File: src/rtl/nibble_readout_pkg.sv
// Shared types and constants for the nibble readout block: FSM states,
// beat indices, frame lengths and the snapshot record.
package nibble_readout_pkg;

    typedef enum logic [1:0] {
        ST_IDLE = 2'd0,
        ST_SEND = 2'd1,
        ST_DONE = 2'd2
    } state_t;

    localparam logic [2:0] IDX_IN1 = 3'd0;
    localparam logic [2:0] IDX_IN2 = 3'd1;
    localparam logic [2:0] IDX_IN3 = 3'd2;
    localparam logic [2:0] IDX_IN4 = 3'd3;
    localparam logic [2:0] IDX_RES = 3'd4;
    localparam logic [2:0] IDX_CHK = 3'd5;

    localparam int FRAME_LEN_NOCHK = 5;
    localparam int FRAME_LEN_CHK   = 6;

    typedef struct packed {
        logic [3:0] in1;
        logic [3:0] in2;
        logic [3:0] in3;
        logic [3:0] in4;
        logic [3:0] res;
    } snap_t;

    function automatic logic [2:0] last_idx(input int checksum_en);
        if (checksum_en != 0) begin
            return 3'(FRAME_LEN_CHK - 1);
        end
        return 3'(FRAME_LEN_NOCHK - 1);
    endfunction

endpackage

File: src/rtl/nibble_readout_mux.sv
// Combinational beat select: maps a beat index onto the frozen snapshot,
// producing the XOR checksum nibble for the final index.
module readout_mux
    import nibble_readout_pkg::*;
(
    input  snap_t      snap,
    input  logic [2:0] idx,
    output logic [3:0] nibble
);

    logic [3:0] chk;

    // Checksum bit gi is the parity of bit gi across all five fields.
    for (genvar gi = 0; gi < 4; gi++) begin : g_chk
        assign chk[gi] = ^{snap.in1[gi], snap.in2[gi], snap.in3[gi], snap.in4[gi], snap.res[gi]};
    end

    always_comb begin
        nibble = 4'd0;
        case (idx)
            IDX_IN1: nibble = snap.in1;
            IDX_IN2: nibble = snap.in2;
            IDX_IN3: nibble = snap.in3;
            IDX_IN4: nibble = snap.in4;
            IDX_RES: nibble = snap.res;
            IDX_CHK: nibble = chk;
            default: nibble = 4'd0;
        endcase
    end

endmodule

File: src/rtl/nibble_readout.sv
// Frame sequencer: snapshots operands on start and streams them as a
// valid/ready nibble frame, optionally followed by an XOR checksum beat.
module nibble_readout
    import nibble_readout_pkg::*;
#(
    parameter int CHECKSUM_EN = 1
) (
    input  logic       clk,
    input  logic       rst,
    input  logic       start,
    input  logic [3:0] in1,
    input  logic [3:0] in2,
    input  logic [3:0] in3,
    input  logic [3:0] in4,
    input  logic [3:0] result,
    output logic [3:0] dout,
    output logic [2:0] dout_idx,
    output logic       dout_valid,
    input  logic       dout_ready,
    output logic       busy,
    output logic       done
);

    localparam logic [2:0] LAST_IDX = last_idx(CHECKSUM_EN);

    state_t     state_reg, state_next;
    logic [2:0] beat_reg, beat_next;
    snap_t      snap_reg, snap_next;
    logic [3:0] mux_nibble;

    readout_mux u_mux (
        .snap   (snap_reg),
        .idx    (beat_reg),
        .nibble (mux_nibble)
    );

    always_ff @(posedge clk) begin
        if (rst) begin
            state_reg <= ST_IDLE;
            beat_reg  <= 3'd0;
            snap_reg  <= '0;
        end else begin
            state_reg <= state_next;
            beat_reg  <= beat_next;
            snap_reg  <= snap_next;
        end
    end

    always_comb begin
        state_next = state_reg;
        beat_next  = beat_reg;
        snap_next  = snap_reg;
        case (state_reg)
            ST_IDLE: begin
                if (start) begin
                    snap_next  = '{in1: in1, in2: in2, in3: in3, in4: in4, res: result};
                    beat_next  = 3'd0;
                    state_next = ST_SEND;
                end
            end
            ST_SEND: begin
                // The counter saturates on the last beat; DONE is entered instead.
                if (dout_ready) begin
                    if (beat_reg == LAST_IDX) begin
                        state_next = ST_DONE;
                    end else begin
                        beat_next = beat_reg + 3'd1;
                    end
                end
            end
            ST_DONE: begin
                state_next = ST_IDLE;
            end
            default: begin
                state_next = ST_IDLE;
            end
        endcase
    end

    always_comb begin
        dout_valid = (state_reg == ST_SEND);
        busy       = (state_reg != ST_IDLE);
        done       = (state_reg == ST_DONE);
        dout       = dout_valid ? mux_nibble : 4'd0;
        dout_idx   = dout_valid ? beat_reg : 3'd0;
    end

endmodule

File: config.mk
export PLATFORM = sky130hd
export DESIGN_NAME = nibble_readout
export DESIGN_NICKNAME = d
export VERILOG_FILES = /design/src/rtl/nibble_readout_pkg.sv /design/src/rtl/nibble_readout_mux.sv /design/src/rtl/nibble_readout.sv
export SDC_FILE = /design/constraint.sdc
export NUM_CORES = 1
export LEC_CHECK = 0
export ABC_AREA = 0
export BUFFER_PORTS_ARGS = -buffer_cell sky130_fd_sc_hd__buf_2
export CAP_MARGIN = 15
export CORE_ASPECT_RATIO = 0.5
export CORE_MARGIN = 5
export CORE_UTILIZATION = 52
export DETAILED_ROUTE_END_ITERATION = 10
export PLACE_DENSITY = 0.83
export RECOVER_POWER = 100
export SYNTH_ARGS = -nofsm -noshare
export SYNTH_HDL_FRONTEND = slang
export SYNTH_HIERARCHICAL = 1
export SYNTH_SLANG_ARGS = --single-unit
export TNS_END_PERCENT = 10
File: constraint.sdc
create_clock -name clk -period 2.4 [get_ports clk]
set_clock_uncertainty 0.1 [all_clocks]
set_input_delay 0.12 -clock clk [delete_from_list [all_inputs] [get_ports clk]]
set_output_delay 0.12 -clock clk [all_outputs]
set_load 0.01 [all_outputs]
==> reports/results.tsv <==
stage	metric	value	unit
layout	largest_reg_flops	20	
pwr	p_leak	0.758	nW
critical_path	cp.arrival	2030	ps
run	drv_cap	0	
logic_synthesis	ys_ff_latch	25	
global_routing	overflow	0	
floorplanning	ioPinCount	34	
floorplanning	rows	13	
logic_synthesis	synthFlopType	dfxtp_1	
clock_tree	clock-root-buffer	clkbuf_8	
floorplanning	initial_core_util	54.8	%
logic_synthesis	synth_cell_type_count	37	
critical_path	cp_max_fo	9	
critical_path	crit_path_start	beat_reg[1]	
timing	fin_tns_setup	0	ps
timing	maxSlewViolCount	0	
routing	wl_per_cell	13.2	um
timing	fin_ws	150	ps
clock_tree	clockBufferDepth	2	
logic_synthesis	netlist_instances	180	
floorplanning	core_area	2600	sq um
clock_tree	cts_buffers	3	
place	dp_hpwl	2210	um
global_routing	grt_pass1_wl	5780	um
critical_path	crit_type	reg -> out	
layout	seq_area	500	sq um
critical_path	start_kind	flop	
floorplanning	die_area	3950	sq um
global_routing	grt_pass1_vias	1315	
timing	worstMarginPinSlew	745	ps
routing	wl	3520	um
timing	period_needed	2250	ps
run_status	status	finished, final reports clean	
place	place_ws	446	ps
timing	setup_violations	0	
global_routing	grt_max_degree	26	
routing	num_vias	1413	
global_routing	antenna_found_initial	0	
min_path	worstHoldStart	dout_ready	
timing	maxSlewHeadroom	50.3	%
place	portBuffers	33	
timing	rsz0062_at_grt	false	
layout	drive_above_1_share	17.0	%
layout	area_growth_syn_to_layout	29.5	%
logic_synthesis	synth_edf_count	0	
logic_synthesis	synthesis.area	1430	sq um
pwr	ir_drop	0.331	mV
clock_tree	h-tree-depth	1	
timing	fmax	444	MHz
layout	fin_nets	256	
floorplanning	die_y	47.0	um
critical_path	worstReg2RegStart	beat_reg[0]	
clock_tree	cts.sinks	25	
routing	vias_per_cell	5.31	
logic_synthesis	syn_avg_cell_area	7.92	sq um
layout	fin_cells	266	
routing	ant_nets	0	
logic_synthesis	async_flop_share	0	%
layout	nFillCells	213	
layout	multi_input_area	851	sq um
logic_synthesis	synth_fp_nets	206	
min_path	hp-class	in -> reg	
pwr	power_density	483	nW/um^2
routing	route.detailed.drc	0	
floorplanning	die_x	84.0	um
clock_tree	cts_tree	done	
routing	drtIter0Drc	110	
clock_tree	clk_latency	270	ps
global_routing	track_usage	18.8	%
place	placedCellCount	242	
timing	hold_viol_final	0	
place	gp_congestion	0.831	
layout	antenna_cells	0	
layout	final_common_cell	nand2_1	
critical_path	cp-end-kind	output port	
logic_synthesis	yosysSeqAreaShare	35.1	%
routing	dr.pass1.iters	4	
timing	finalCritPeriodShare	93.7	%
clock_tree	path_clk_slew	80	ps
logic_synthesis	yosysWarnings	6	
layout	final_cell_mix	47 x nand2_1, 28 x buf_2, 25 x dfxtp_1	
timing	worst_hold_slack	33.1	ps
critical_path	cp.required	2180	ps
-- worst max-delay path, stage by stage (launching register included) --
cell and delay (ps):
dfxtp_1 520, mux4_2 540, nor2b_1 140, a311o_1 310, and2_1 130, clkbuf_1 130
-- cell families after synthesis --
logic type / share of synthesized area [%]
muxes: 5.18
AOI/OAI and AO/OA: 15.5
adders and majority gates: 1.76
DFF: 35.1
xor gates and xnor gates: 9.92
buffers and inverters: 5.53
and+or+nand+nor: 27.0
-- cell usage after synthesis, drive strengths merged (2+ instances only) --
| cell | n | area [sq um] |
|---|---|---|
| nand3 | 5 | 25.0 |
| xor2 | 3 | 26.3 |
| mux2i | 4 | 40.0 |
| nand2 | 47 | 176 |
| o211ai | 2 | 15.0 |
| buf | 5 | 37.5 |
| a22oi | 2 | 15.0 |
| nor2b | 5 | 31.3 |
| inv | 4 | 15.0 |
| ha | 2 | 25.0 |
| clkbuf | 7 | 26.3 |
| nand2b | 2 | 12.5 |
| and2 | 9 | 56.3 |
| xnor2 | 8 | 70.1 |
| a21oi | 22 | 110 |
| nor2 | 5 | 18.8 |
| o21ai | 2 | 10.0 |
| dfxtp | 25 | 500 |
| a31oi | 3 | 18.8 |
| xnor3 | 2 | 45.0 |
-- power breakdown --
part	internal (mW)	leakage, nW	switching (mW)
Combinational	0.100	0.528	0.0837
Clock	0.116	0.0255	0.129
Sequential	0.437	0.205	0.0265
Total	0.653	0.758	0.239
-- cell type report --
type	count	area share, %
Sequential cell	25	27.1
Inverter	4	0.814
Timing Repair Buffer	57	20.9
Tap cell	37	2.51
Clock inverter	1	0.271
Multi-Input combinational cell	139	46.1
Clock buffer	3	2.24
-- layer usage --
| layer | track usage [%] | wire (um) |
|---|---|---|
| met1 | 21.5 | 1590 |
| met2 | 35.3 | 1670 |
| met3 | 4.73 | 229 |
| met4 | 7.69 | 36 |
| met5 | 0 | 0 |
-- repair_timing --
action                    in CTS  in global routing
hold buffers                  20                  0
gates resized for setup        0                  0
hold endpoints to repair      20                  0
setup buffers                  0                  0
-- metrics by stage --
| step | utilization, % | power (mW) | cell area, sq um |
|---|---|---|---|
| 2_1_floorplan | - | 0.583 | 1430 |
| 3_3_place_gp | 61.8 | 0.623 | 1610 |
| 3_5_place_dp | 61.8 | 0.628 | 1610 |
| 4_1_cts | 71.3 | 0.900 | 1850 |
| 5_1_grt | 70.9 | 0.940 | 1850 |
| 6_report | 70.9 | 0.892 | 1850 |
-- worst paths after layout --
check             slack, ps  cells after the start      endpoint
setup / recovery        150                      5       dout[1]
hold / removal           30                      3  state_reg[1]
setup reg to reg        480                      4   beat_reg[1]
hold reg to reg         390                      2  snap_reg[15]
Note: power is estimated with default switching activity, not from simulation.
